File: config.mk
export PLATFORM = sky130hd
export DESIGN_NAME = fp_div_seq
export DESIGN_NICKNAME = d
export VERILOG_FILES = /design/src/rtl/fp_div_seq.sv
export SDC_FILE = /design/constraint.sdc
export NUM_CORES = 1
export LEC_CHECK = 0
export CORE_MARGIN = 5
export CORE_UTILIZATION = 36
export CTS_BUF_LIST = sky130_fd_sc_hd__clkbuf_16
export CTS_CLUSTER_SIZE = 28
export DETAILED_ROUTE_END_ITERATION = 10
export PLACE_DENSITY = 0.58
export SLEW_MARGIN = 20
export SYNTH_ARGS = -nofsm -noshare
export SYNTH_HDL_FRONTEND = slang
export SYNTH_SLANG_ARGS = --single-unit
File: constraint.sdc
create_clock -name clk -period 6.33 [get_ports clk]
set_input_delay 0.9495 -clock clk [delete_from_list [all_inputs] [get_ports clk]]
set_output_delay 0.9495 -clock clk [all_outputs]
set_load 0.005 [all_outputs]
File: src/rtl/fp_div_seq.sv
// Multi-cycle IEEE-754-style floating-point divider: restoring mantissa division,
// round-to-nearest-even, special-operand handling and five exception flags.
module fp_div_seq #(
  parameter int EXP_W = 8,
  parameter int MAN_W = 23,
  localparam int W = 1 + EXP_W + MAN_W
) (
  input  logic         clk,
  input  logic         rst_n,
  input  logic         start_valid,
  output logic         start_ready,
  input  logic [W-1:0] num1,
  input  logic [W-1:0] num2,
  output logic         result_valid,
  input  logic         result_ready,
  output logic [W-1:0] result,
  output logic         overflow,
  output logic         underflow,
  output logic         inexact,
  output logic         div_by_zero,
  output logic         invalid
);
  // Handshake: a transfer happens on a rising edge where valid && ready are both high;
  // start side transfers only in IDLE, result side holds result/flags until result_ready.
  typedef enum logic [2:0] {S_IDLE, S_CHECK, S_DIV, S_ROUND, S_DONE} state_t;

  localparam int CW = $clog2(MAN_W + 4);
  localparam logic [CW-1:0] LAST_CNT = CW'(MAN_W + 3);
  localparam logic [CW-1:0] CNT_ONE = CW'(1);
  localparam logic [EXP_W+1:0] BIAS_X = {3'b000, {(EXP_W-1){1'b1}}};
  localparam logic [EXP_W+1:0] EMAX_X = {2'b00, {EXP_W{1'b1}}};
  localparam logic [EXP_W+1:0] ONE_X = {{(EXP_W+1){1'b0}}, 1'b1};
  localparam logic [W-1:0] QNAN = {1'b0, {EXP_W{1'b1}}, 1'b1, {(MAN_W-1){1'b0}}};
  localparam logic [W-2:0] INF_MAG = {{EXP_W{1'b1}}, {MAN_W{1'b0}}};
  localparam logic [W-2:0] ZERO_MAG = '0;

  state_t state_q, state_d;
  logic [W-1:0]     a_q, a_d, b_q, b_d;
  logic [MAN_W+1:0] rem_q, rem_d;
  logic [MAN_W+3:0] quo_q, quo_d;
  logic [CW-1:0]    cnt_q, cnt_d;
  logic [EXP_W+1:0] exp_q, exp_d;
  logic             sign_q, sign_d;
  logic [W-1:0]     res_q, res_d;
  // flag order: {overflow, underflow, inexact, div_by_zero, invalid}
  logic [4:0]       flags_q, flags_d;

  logic [EXP_W-1:0] e1, e2;
  logic [MAN_W-1:0] f1, f2;
  logic zero1, zero2, inf1, inf2, nan1, nan2, is_special, sign_x;

  always_comb begin
    e1 = a_q[W-2:MAN_W];
    e2 = b_q[W-2:MAN_W];
    f1 = a_q[MAN_W-1:0];
    f2 = b_q[MAN_W-1:0];
    zero1 = (e1 == '0);
    zero2 = (e2 == '0);
    inf1 = (&e1) && (f1 == '0);
    inf2 = (&e2) && (f2 == '0);
    nan1 = (&e1) && (f1 != '0);
    nan2 = (&e2) && (f2 != '0);
    is_special = zero1 | zero2 | inf1 | inf2 | nan1 | nan2;
    sign_x = a_q[W-1] ^ b_q[W-1];
  end

  // Restoring divider step: subtract when the partial remainder covers the divisor.
  logic [MAN_W+1:0] m2x, rem_rest;
  logic             rem_ge;
  always_comb begin
    m2x = {2'b01, f2};
    rem_ge = (rem_q >= m2x);
    rem_rest = rem_ge ? (rem_q - m2x) : rem_q;
  end

  // Normalise, round to nearest even, then range-check the exponent.
  logic [MAN_W+2:0] qn;
  logic [EXP_W+1:0] e_n, e_f;
  logic [MAN_W:0]   frac_r;
  logic             guard, sticky, rnd_inc;
  always_comb begin
    qn = quo_q[MAN_W+3] ? quo_q[MAN_W+2:0] : {quo_q[MAN_W+1:0], 1'b0};
    e_n = quo_q[MAN_W+3] ? exp_q : (exp_q - ONE_X);
    guard = qn[2];
    sticky = qn[1] | qn[0] | (rem_q != '0);
    rnd_inc = guard & (sticky | qn[3]);
    frac_r = {1'b0, qn[MAN_W+2:3]} + {{MAN_W{1'b0}}, rnd_inc};
    e_f = e_n + {{(EXP_W+1){1'b0}}, frac_r[MAN_W]};
  end

  always_ff @(posedge clk) begin
    if (!rst_n) state_q <= S_IDLE;
    else        state_q <= state_d;
  end

  always_comb begin
    state_d = state_q;
    case (state_q)
      S_IDLE:  if (start_valid) state_d = S_CHECK;
      S_CHECK: state_d = is_special ? S_DONE : S_DIV;
      S_DIV:   if (cnt_q == LAST_CNT) state_d = S_ROUND;
      S_ROUND: state_d = S_DONE;
      S_DONE:  if (result_ready) state_d = S_IDLE;
      default: state_d = S_IDLE;
    endcase
  end

  always_comb begin
    start_ready = (state_q == S_IDLE) && rst_n;
    result_valid = (state_q == S_DONE);
    result = res_q;
    {overflow, underflow, inexact, div_by_zero, invalid} = flags_q;
  end

  always_comb begin
    a_d = a_q;
    b_d = b_q;
    rem_d = rem_q;
    quo_d = quo_q;
    cnt_d = cnt_q;
    exp_d = exp_q;
    sign_d = sign_q;
    res_d = res_q;
    flags_d = flags_q;
    case (state_q)
      S_IDLE: if (start_valid) begin
        a_d = num1;
        b_d = num2;
      end
      S_CHECK: begin
        sign_d = sign_x;
        rem_d = {2'b01, f1};
        quo_d = '0;
        cnt_d = '0;
        exp_d = {2'b00, e1} - {2'b00, e2} + BIAS_X;
        flags_d = '0;
        if (nan1 || nan2 || (zero1 && zero2) || (inf1 && inf2)) begin
          res_d = QNAN;
          flags_d = 5'b00001;
        end else if (inf1) begin
          res_d = {sign_x, INF_MAG};
        end else if (zero2) begin
          res_d = {sign_x, INF_MAG};
          flags_d = 5'b00010;
        end else if (zero1 || inf2) begin
          res_d = {sign_x, ZERO_MAG};
        end
      end
      S_DIV: begin
        quo_d = {quo_q[MAN_W+2:0], rem_ge};
        rem_d = rem_rest << 1;
        cnt_d = cnt_q + CNT_ONE;
      end
      S_ROUND: begin
        if (!e_f[EXP_W+1] && (e_f >= EMAX_X)) begin
          res_d = {sign_q, INF_MAG};
          flags_d = 5'b10100;
        end else if (e_f[EXP_W+1] || (e_f == '0)) begin
          res_d = {sign_q, ZERO_MAG};
          flags_d = 5'b01100;
        end else begin
          res_d = {sign_q, e_f[EXP_W-1:0], frac_r[MAN_W-1:0]};
          flags_d = {2'b00, guard | sticky, 2'b00};
        end
      end
      default: ;
    endcase
  end

  always_ff @(posedge clk) begin
    if (!rst_n) begin
      a_q <= '0;
      b_q <= '0;
      rem_q <= '0;
      quo_q <= '0;
      cnt_q <= '0;
      exp_q <= '0;
      sign_q <= 1'b0;
      res_q <= '0;
      flags_q <= '0;
    end else begin
      a_q <= a_d;
      b_q <= b_d;
      rem_q <= rem_d;
      quo_q <= quo_d;
      cnt_q <= cnt_d;
      exp_q <= exp_d;
      sign_q <= sign_d;
      res_q <= res_d;
      flags_q <= flags_d;
    end
  end
endmodule

Yosys cells after proc, flatten, opt, wreduce, memory -nomap -nowiden
Cells that the tools add are included.
{"block": "totals", "ff_bits": 172, "in_bits": 68, "output_inout_bits": 39, "elab_cells": 93}
{"block": "op_classes", "n_addsub": 7, "magnitude_cmp": 2, "n_eq_ne": 9, "muxes": 24, "bitwise": 11, "n_reduce_logical": 30}
{"cell": "32-bit two-way mux", "n": 4}
{"cell": "32-bit one-hot mux with 2 select lines", "n": 1}
{"cell": "31-bit two-way mux", "n": 2}
{"cell": "27-bit one-hot mux with 2 select lines", "n": 1}
{"cell": "25-bit one-hot mux with 2 select lines", "n": 1}
{"cell": "23-bit zero test", "n": 2}
{"cell": "23-bit nonzero test", "n": 2}
{"cell": "26-bit two-way mux", "n": 1}
{"cell": "25-bit by 24-bit >= comparator with 1-bit output", "n": 1}
{"cell": "25-bit nonzero test", "n": 1}
{"cell": "23-bit by 1-bit adder with 24-bit output", "n": 1}
{"cell": "24-bit two-way mux", "n": 1}
{"cell": "24-bit subtractor", "n": 1}
{"cell": "5-bit one-hot mux with 2 select lines", "n": 2}
{"cell": "8-bit zero test", "n": 2}
{"cell": "8-bit AND reduction", "n": 2}
{"cell": "3-bit one-hot mux with 5 select lines", "n": 1}
{"cell": "3-bit two-way mux", "n": 4}
{"cell": "10-bit by 1-bit adder with 10-bit output", "n": 1}
{"cell": "9-bit by 8-bit adder with 10-bit output (second input constant)", "n": 1}
{"cell": "10-bit by 8-bit >= comparator with 1-bit output (second input constant)", "n": 1}
{"cell": "10-bit zero test", "n": 1}
{"cell": "10-bit two-way mux", "n": 1}
{"cell": "10-bit by 1-bit subtractor with 10-bit output (second input constant)", "n": 1}
{"cell": "other kinds (22)", "n": 47}

Longest topological paths before layout
Gate-level depths: netlist (run 1).
{"block": "logic_depth", "ltp_word": 12, "depth_mapped": 20, "depth_no_buf": 17}

Worst setup path after synthesis (run 1)
Ideal clock, no wire load.
{"block": "synth_path", "kind": "flip-flop to flip-flop", "startpoint": "reg quo_q[2]", "endpoint": "reg res_q[10] (netlist: result[10])", "setup_ps": 117, "arrival_ps": 4308, "required_time_ps": 6213, "slack_ps": 1905, "stages_incl_launch_ff": 20, "n_path_buf": 2, "synth_period_minus_slack_ps": 4425, "path_cell_list": "dfxtp_1 clkbuf_1 nand3_1 or4b_4 nor4b_4 and4_4 nand4_4 nor2_4 and4_1 ha_1 ha_1 inv_1 a211oi_2 nor2b_1 o2111ai_1 a31oi_1 nor3_2 and4_1 buf_4 a32o_1"}
{"block": "synth_between", "elab_chain_cells": 10, "word_cells_on_any_way": 13, "cone_classes": "2 x add/sub; 1 x order compare; 4 x mux; 2 x bitwise; 4 x reduce/logical"}
{"item": "start, declared", "line_no": "40", "rtl": "logic [MAN_W+3:0] quo_q, quo_d;"}
{"item": "start signal, assigned", "line_no": "185", "rtl": "quo_q <= quo_d;"}
{"item": "26-bit two-way mux *", "line_no": "82", "rtl": "qn = quo_q[MAN_W+3] ? quo_q[MAN_W+2:0] : {quo_q[MAN_W+1:0], 1'b0};"}
{"item": "1-bit OR", "line_no": "86", "rtl": "rnd_inc = guard & (sticky | qn[3]);"}
{"item": "1-bit bitwise AND", "line_no": "86"}
{"item": "23-bit by 1-bit adder with 24-bit output *", "line_no": "87", "rtl": "frac_r = {1'b0, qn[MAN_W+2:3]} + {{MAN_W{1'b0}}, rnd_inc};"}
{"item": "branches (longest 4 deep; another with 10-bit by 1-bit adder with 10-bit output)"}
{"item": "31-bit two-way mux *", "line_no": "155", "rtl": "if (!e_f[EXP_W+1] && (e_f >= EMAX_X)) begin"}
{"item": "32-bit one-hot mux with 2 select lines *", "line_no": "125", "rtl": "case (state_q)"}
{"item": "end signal, assigned", "line_no": "189", "rtl": "res_q <= res_d;"}
{"item": "end, declared", "line_no": "44", "rtl": "logic [W-1:0] res_q, res_d;"}
Mark *: on every way between the ends.
A chain may end at the register's enable or synchronous reset.

Worst setup path in the final report (run 1)
{"block": "layout_path", "startpoint": "reg quo_q[1]", "endpoint": "reg res_q[11] (netlist: result[11])"}
{"block": "layout_between", "elab_chain_cells": 12, "word_cells_on_any_way": 15, "cone_classes": "2 x add/sub; 1 x order compare; 4 x mux; 4 x bitwise; 4 x reduce/logical"}
{"item": "26-bit two-way mux *", "line_no": "82"}
{"item": "1-bit OR (2 in series)", "line_no": "85", "rtl": "sticky = qn[1] | qn[0] | (rem_q != '0);"}
{"item": "1-bit OR", "line_no": "86"}
{"item": "1-bit bitwise AND *", "line_no": "86"}
{"item": "23-bit by 1-bit adder with 24-bit output *", "line_no": "87"}
{"item": "branches (longest 4 deep; another with 10-bit by 1-bit adder with 10-bit output)"}
{"item": "31-bit two-way mux *", "line_no": "155"}
{"item": "32-bit one-hot mux with 2 select lines *", "line_no": "125"}
Marked as above.

==> results.py, run 1 <==
metrics = {
    "drt": {
        "wirelength_mm": 27.99,
        "avgRoutedWirePerCell_um": 15.87,
        "drtIter0Drc": 552,
        "ant_nets": 0,
        "avgViaCountPerCell": 5.280,
        "route.detailed.drc": 0,
        "dr.pass1.iters": 5,
        "vias": 9309,
    },
    "floorplanning": {
        "die_area_um2": 31550,
        "die_h_um": 177.6,
        "initial_core_util": 0.3641,
        "io-pin-count": 107,
        "die_w_um": 177.6,
        "core_area_um2": 27780,
        "rows": 61,
    },
    "synthesis": {
        "yosys_warnings": 0,
        "syn-num-nets": 1428,
        "ys_ff_latch": 172,
        "synth_common_cells": "nand2_1, dfxtp_1, a21oi_1, nor2_1, clkbuf_1",
        "synth.most_common_cell": "nand2_1",
        "yosys-top-cells-area": "dfxtp_1, nand2_1, a21oi_1",
        "synth_edf_count": 0,
        "syn_area_um2": 10110,
        "ys.flop_type": "dfxtp_1",
        "synthCells": 1320,
        "ys_async_sr_fraction": 0,
        "synth.top_cell.area_share": 0.3404,
        "synth-seq-area-share": 0.3404,
        "yosysTopAreaCell": "dfxtp_1",
        "postSynthAreaPerCell_um2": 7.663,
        "synth.distinct_cells": 78,
    },
    "worst_setup_path": {
        "startpoint_type": "register",
        "critical_path_class": "register to register",
        "crit_path_max_fanout": 22,
        "max_stage_delay_ns": 0.79,
        "path_cells": "mux2i_1, or4b_4, nor4b_4, and4_4, nand4_4, nor2_4, and4_1, ha_1, ha_1, inv_1, a211oi_2, nand2b_1, a21oi_1, nor3_2, and4_1, a32o_1",
        "critPathBufInv": 1,
        "end_kind": "register",
        "critPathArrivalTime_ns": 5.63,
        "critPathTopFamily": "simple AND/OR/NAND/NOR gates",
        "required_ns": 6.71,
        "cpMaxStageDelayCell": "and4_1",
    },
    "timing": {
        "period_needed_ns": 5.244,
        "rsz0062_at_grt": "no",
        "hold_viol": 0,
        "skew_ns": 0.01223,
        "max_clock_freq_ghz": 0.1907,
        "hold_ws_ns": 0.4575,
        "worstMarginPinSlew_ns": 0.8952,
        "final-setup-viol-count": 0,
        "maxSlewViolCount": 0,
        "setup_tns_ns": 0,
        "slew_headroom": 0.4024,
        "post-route-period-util": 0.8284,
    },
    "clock_network": {
        "clk_path_buf_depth": 2,
        "cts_resized": 0,
        "cts.hold.buffers_added": 0,
        "clock_latency_ns": 0.44,
        "ctsHtreeMaxLevel": 4,
        "cts_tree": "built",
        "cts_root_buf": "clkbuf_16",
        "numClockSinks": 172,
        "postCtsSetupBuffers": 0,
        "cts_inserted_buffers": 17,
        "clkTransAtPathRegs_ns": 0.08,
    },
    "global_route": {
        "track_usage": 0.1766,
        "grt_pass1_wl_mm": 45.71,
        "grt_antenna_before_repair": 0,
        "grt_overflow": 0,
        "grt_start_max_net_pins": 68,
        "grt_pass1_vias": 8744,
    },
    "finish": {
        "nets": 1480,
        "drive_above_1_share": 0.05415,
        "diodes": 0,
        "final_cell_count_no_fill": 1763,
        "register_area_um2": 3445,
        "synthToLayoutAreaGrowth_pct": 19.40,
        "multi_input_area_um2": 6155,
        "fillers": 2901,
        "postLayoutCoreUtil": 0.4347,
    },
    "worst_hold_path": {
        "hp-class": "register to register",
    },
    "status": {
        "status": "finished, final reports clean",
    },
    "power_and_ir_drop": {
        "leakage_nw": 4.595,
        "power_mw": 4.127,
        "power.density_nw_per_um2": 341.7,
        "ir_drop_v": 0.0001766,
    },
    "placement": {
        "hpwl_mm": 19.98,
        "portBuffers": 106,
        "dpl.cell_count": 1730,
        "gp_congestion": 0.8707,
    },
    "run": {
        "max-cap-violations": 0,
    },
}
-- flip-flops by register name, summed over array words and instances (netlist names) --
| signal | cells |
|---|---|
| a_q | 32 |
| flags_q | 5 |
| sign_q | 1 |
| quo_q | 27 |
| result | 32 |
| rem_q | 25 |
| cnt_q | 5 |
| exp_q | 10 |
| state_q | 3 |
| b_q | 32 |
-- layout by cell type (no fill, tap or decap), types with 5 or more instances in the layout --
cell type and n:
a211oi_1 16, a21boi_0 27, a21o_1 15, a21oi_1 121
a22o_1 13, a22oi_1 29, a311oi_1 8, a31oi_1 10
a32o_1 13, a41oi_1 5, and2_1 8, and3_1 12
buf_4 12, clkbuf_16 17, clkdlybuf4s50_1 105, dfxtp_1 171
ha_1 38, inv_1 54, inv_6 5, mux2i_1 16
nand2_1 268, nand2b_1 19, nand3_1 36, nand4_1 15
nor2_1 85, nor2b_1 17, nor3_1 15, nor3b_1 6
nor4_1 22, nor4b_1 5, o211a_1 7, o21a_1 8
o21ai_0 33, o21bai_1 11, or2_2 5, or4_1 5
xnor2_1 29, xor2_1 20
-- through the flow --
step	cell area, µm²	setup WS [ns]
after global routing	12080	0.6740
after detailed placement	11420	1.142
after global placement	11420	1.285
after CTS	12050	1.120
after floorplan	10110	1.905
final	12080	1.086
-- worst reg2reg max path, cell delays in order (launching register included) --
cell and delay (ns):
dfxtp_1 0.47, mux2i_1 0.14, or4b_4 0.59, nor4b_4 0.41
and4_4 0.31, nand4_4 0.14, nor2_4 0.24, and4_1 0.22
ha_1 0.28, ha_1 0.25, inv_1 0.12, a211oi_2 0.40
nand2b_1 0.17, a21oi_1 0.09, nor3_2 0.29, and4_1 0.79
a32o_1 0.29
-- cell type report --
class	instances	share of cell area
Multi-Input combinational cell	1008	0.5096
Timing Repair Buffer	119	0.09718
Sequential cell	172	0.2852
Tap cell	378	0.03916
Clock inverter	15	0.01678
Clock buffer	17	0.03523
Inverter	54	0.01678
-- routing by layer --
metal,track usage,vias up,share of wire,wire length (µm)
met2,0.2889,165,0.46,12970
met5,0,-,0,0
met3,0.02493,33,0.032,882
li1,-,4770,-,-
met4,0.04802,0,0.017,465
met1,0.2443,4341,0.49,13660
-- final timing paths --
kind	start	to	slack, ns	depth (start not counted)
worst max-delay path	quo_q[1]$_SDFFE_PN0P_	result[11]$_SDFFE_PN0P_	1.09	16
worst min-delay path	result[0]$_SDFFE_PN0P_	result[0]$_SDFFE_PN0P_	0.46	2
worst max register to register	quo_q[1]$_SDFFE_PN0P_	result[11]$_SDFFE_PN0P_	1.09	16
worst min register to register	result[0]$_SDFFE_PN0P_	result[0]$_SDFFE_PN0P_	0.46	2
-- report_power, final --
| part | internal, mW | leakage, nW | switching [mW] | total, mW |
|---|---|---|---|---|
| logic | 0.693 | 2.89 | 0.974 | 1.67 |
| clock network | 0.638 | 0.305 | 0.501 | 1.14 |
| registers | 1.19 | 1.40 | 0.130 | 1.32 |
| total | 2.52 | 4.60 | 1.60 | 4.13 |
-- cell families after synthesis --
kind of cell,share of synthesized area
compound gates,0.2327
xor+xnor,0.04515
fa+ha+maj,0.05097
buf+inv,0.05393
flops,0.3404
mux,0.02029
simple gates,0.2566
Note: power is estimated with default switching activity, not from simulation.
==> inputs of run 2 (changes only) <==
Clock period 6.33 ns to 5.3 ns, I/O delays scaled along.
==> run 2 against run 1 <==
  * Sequential power increased by 20%
  * Register-to-register slack got worse by 0.56 ns
  * Critical path depth unchanged
  * Flip-flop and latch count unchanged
  * Die area unchanged
  * Hold slack got worse by 0.0079 ns
  * Power increased by 16%
  * First-iteration DRC count increased by 9.8%
  * Count of clock-buffer cells in the layout unchanged
  * Critical path type unchanged
  * Highest routed layer unchanged
==> results.py, run 2 (same netlist as run 1, synthesis figures left out) <==
metrics = {
    "status": {
        "status": "finished, final reports clean",
    },
    "worst_setup_path": {
        "crit_path_max_fanout": 22,
        "rrSetupSlack_ns": 0.53,
        "worstReg2RegEnd": "result[17]$_SDFFE_PN0P_",
        "critPathArrivalTime_ns": 5.14,
        "startpoint": "quo_q[1]$_SDFFE_PN0P_",
        "ff2ff_path_depth": 16,
        "rr_startpoint": "quo_q[1]$_SDFFE_PN0P_",
        "end_kind": "register",
        "startpoint_type": "register",
        "required_ns": 5.67,
        "critical_path_class": "register to register",
    },
    "finish": {
        "register_area_um2": 3445,
        "layout_common_cells": "nand2_1, dfxtp_1, a21oi_1",
        "multi_input_area_um2": 6156,
        "synthToLayoutAreaGrowth_pct": 18.57,
        "drive_above_1_share": 0.05487,
        "nets": 1480,
        "mostFrequentLayoutCell": "nand2_1",
        "fillers": 2896,
        "diodes": 0,
    },
    "global_route": {
        "track_usage": 0.1746,
        "grt_pass1_vias": 8786,
        "grt_overflow": 0,
        "grt_pass1_wl_mm": 45.36,
        "grt_start_max_net_pins": 65,
        "grt_antenna_before_repair": 0,
    },
    "timing": {
        "post-route-period-util": 0.9002,
        "slew_headroom": 0.2755,
        "rsz0062_at_grt": "no",
        "hold_viol": 0,
        "max_clock_freq_ghz": 0.2096,
        "period_needed_ns": 4.771,
        "final-setup-viol-count": 0,
        "maxSlewViolCount": 0,
        "setup_tns_ns": 0,
        "worstMarginPinSlew_ns": 1.083,
        "skew_ns": 0.008281,
        "layout_setup_ws_ns": 0.5289,
    },
    "placement": {
        "pre_cts_ws_ns": 0.3424,
        "portBuffers": 106,
        "gp_congestion": 0.8842,
        "hpwl_mm": 19.93,
    },
    "power_and_ir_drop": {
        "power.density_nw_per_um2": 398.5,
        "power_mw": 4.779,
        "ir_drop_v": 0.0002181,
        "leakage_nw": 4.556,
    },
    "clock_network": {
        "clkTransAtPathRegs_ns": 0.07,
        "cts_tree": "built",
        "cts.hold.buffers_added": 0,
        "clock_latency_ns": 0.43,
        "ctsHtreeMaxLevel": 4,
        "cts_inserted_buffers": 17,
        "clk_path_buf_depth": 2,
        "cts_root_buf": "clkbuf_16",
        "numClockSinks": 172,
    },
    "drt": {
        "avgRoutedWirePerCell_um": 15.59,
        "vias": 9309,
        "dr.pass1.iters": 5,
        "route.detailed.drc": 0,
        "ant_nets": 0,
        "avgViaCountPerCell": 5.280,
        "drtIter0Drc": 606,
        "wirelength_mm": 27.49,
    },
    "floorplanning": {
        "core_area_um2": 27780,
        "die_h_um": 177.6,
        "rows": 61,
        "initial_core_util": 0.3641,
        "die_area_um2": 31550,
        "io-pin-count": 107,
        "die_w_um": 177.6,
    },
    "run": {
        "max-cap-violations": 0,
    },
    "worst_hold_path": {
        "worstHoldStart": "result[0]$_SDFFE_PN0P_",
        "hold-path-cell-count": 2,
        "hp-class": "register to register",
        "hold_end": "result[0]$_SDFFE_PN0P_",
    },
}
## run 2: power by group
| part | leakage [nW] | switching [mW] | internal (mW) |
|---|---|---|---|
| clock | 0.275 | 0.562 | 0.656 |
| combinational | 2.88 | 1.17 | 0.818 |
| sequential | 1.40 | 0.153 | 1.42 |
| total | 4.56 | 1.88 | 2.90 |
## run 2: area by class of cell
class	instances	share of cell area
sequential	172	0.2872
tap	378	0.03944
clock buffer	17	0.03547
timing repair buffer	119	0.09619
clock inverter	15	0.01137
inverter	54	0.01701
multi-input combinational	1008	0.5133
## run 2: how the worst max path moves through the flow
stage                         endpoint  slack, ns  cells after the start
4_1_cts        result[17]$_SDFFE_PN0P_       0.25                     16
3_5_place_dp   result[17]$_SDFFE_PN0P_       0.34                     16
6_report       result[17]$_SDFFE_PN0P_       0.53                     16
3_3_place_gp   result[13]$_SDFFE_PN0P_       0.51                     17
2_1_floorplan  result[10]$_SDFFE_PN0P_       0.88                     19
5_1_grt        result[17]$_SDFFE_PN0P_       0.21                     17
## run 2: what timing repair did
item | in CTS | in global routing
buffers inserted | 0 | 0
resized for setup | 0 | 1
setup endpoints to repair | 0 | 19
endpoints found under the hold margin | 0 | 0
## run 2: routing by layer
layer  GRT usage  vias up  routed length [µm]
met5           0        -                   0
met4     0.04222        0                 400
li1            -     4770                   -
met1      0.2393     4353               13420
met3     0.02769       25                 968
met2      0.2887      161               12700
## run 2: critical path: stages (launching register included)
cell and delay (ns):
dfxtp_1 0.50, mux2i_1 0.17, or4b_4 0.61, nor4b_4 0.39, and4_4 0.31, nand4_4 0.14, nor2_4 0.15, and4_1 0.19
ha_1 0.17, ha_1 0.21, inv_1 0.11, a211oi_2 0.42, nand2b_1 0.17, a21oi_1 0.08, nor3_2 0.27, and4_2 0.58
a32o_1 0.24
## run 2: metrics by stage
step / area, µm² / instances / util / hold WS (ns)
after floorplan: 10110 / 1320 / - / 0.4388
after global placement: 11420 / 1731 / 0.4112 / 0.4447
after detailed placement: 11430 / 1731 / 0.4114 / 0.4419
after CTS: 11990 / 1763 / 0.4316 / 0.4525
after global routing: 11990 / 1763 / 0.4317 / 0.4872
final: 11990 / 1763 / 0.4317 / 0.4496
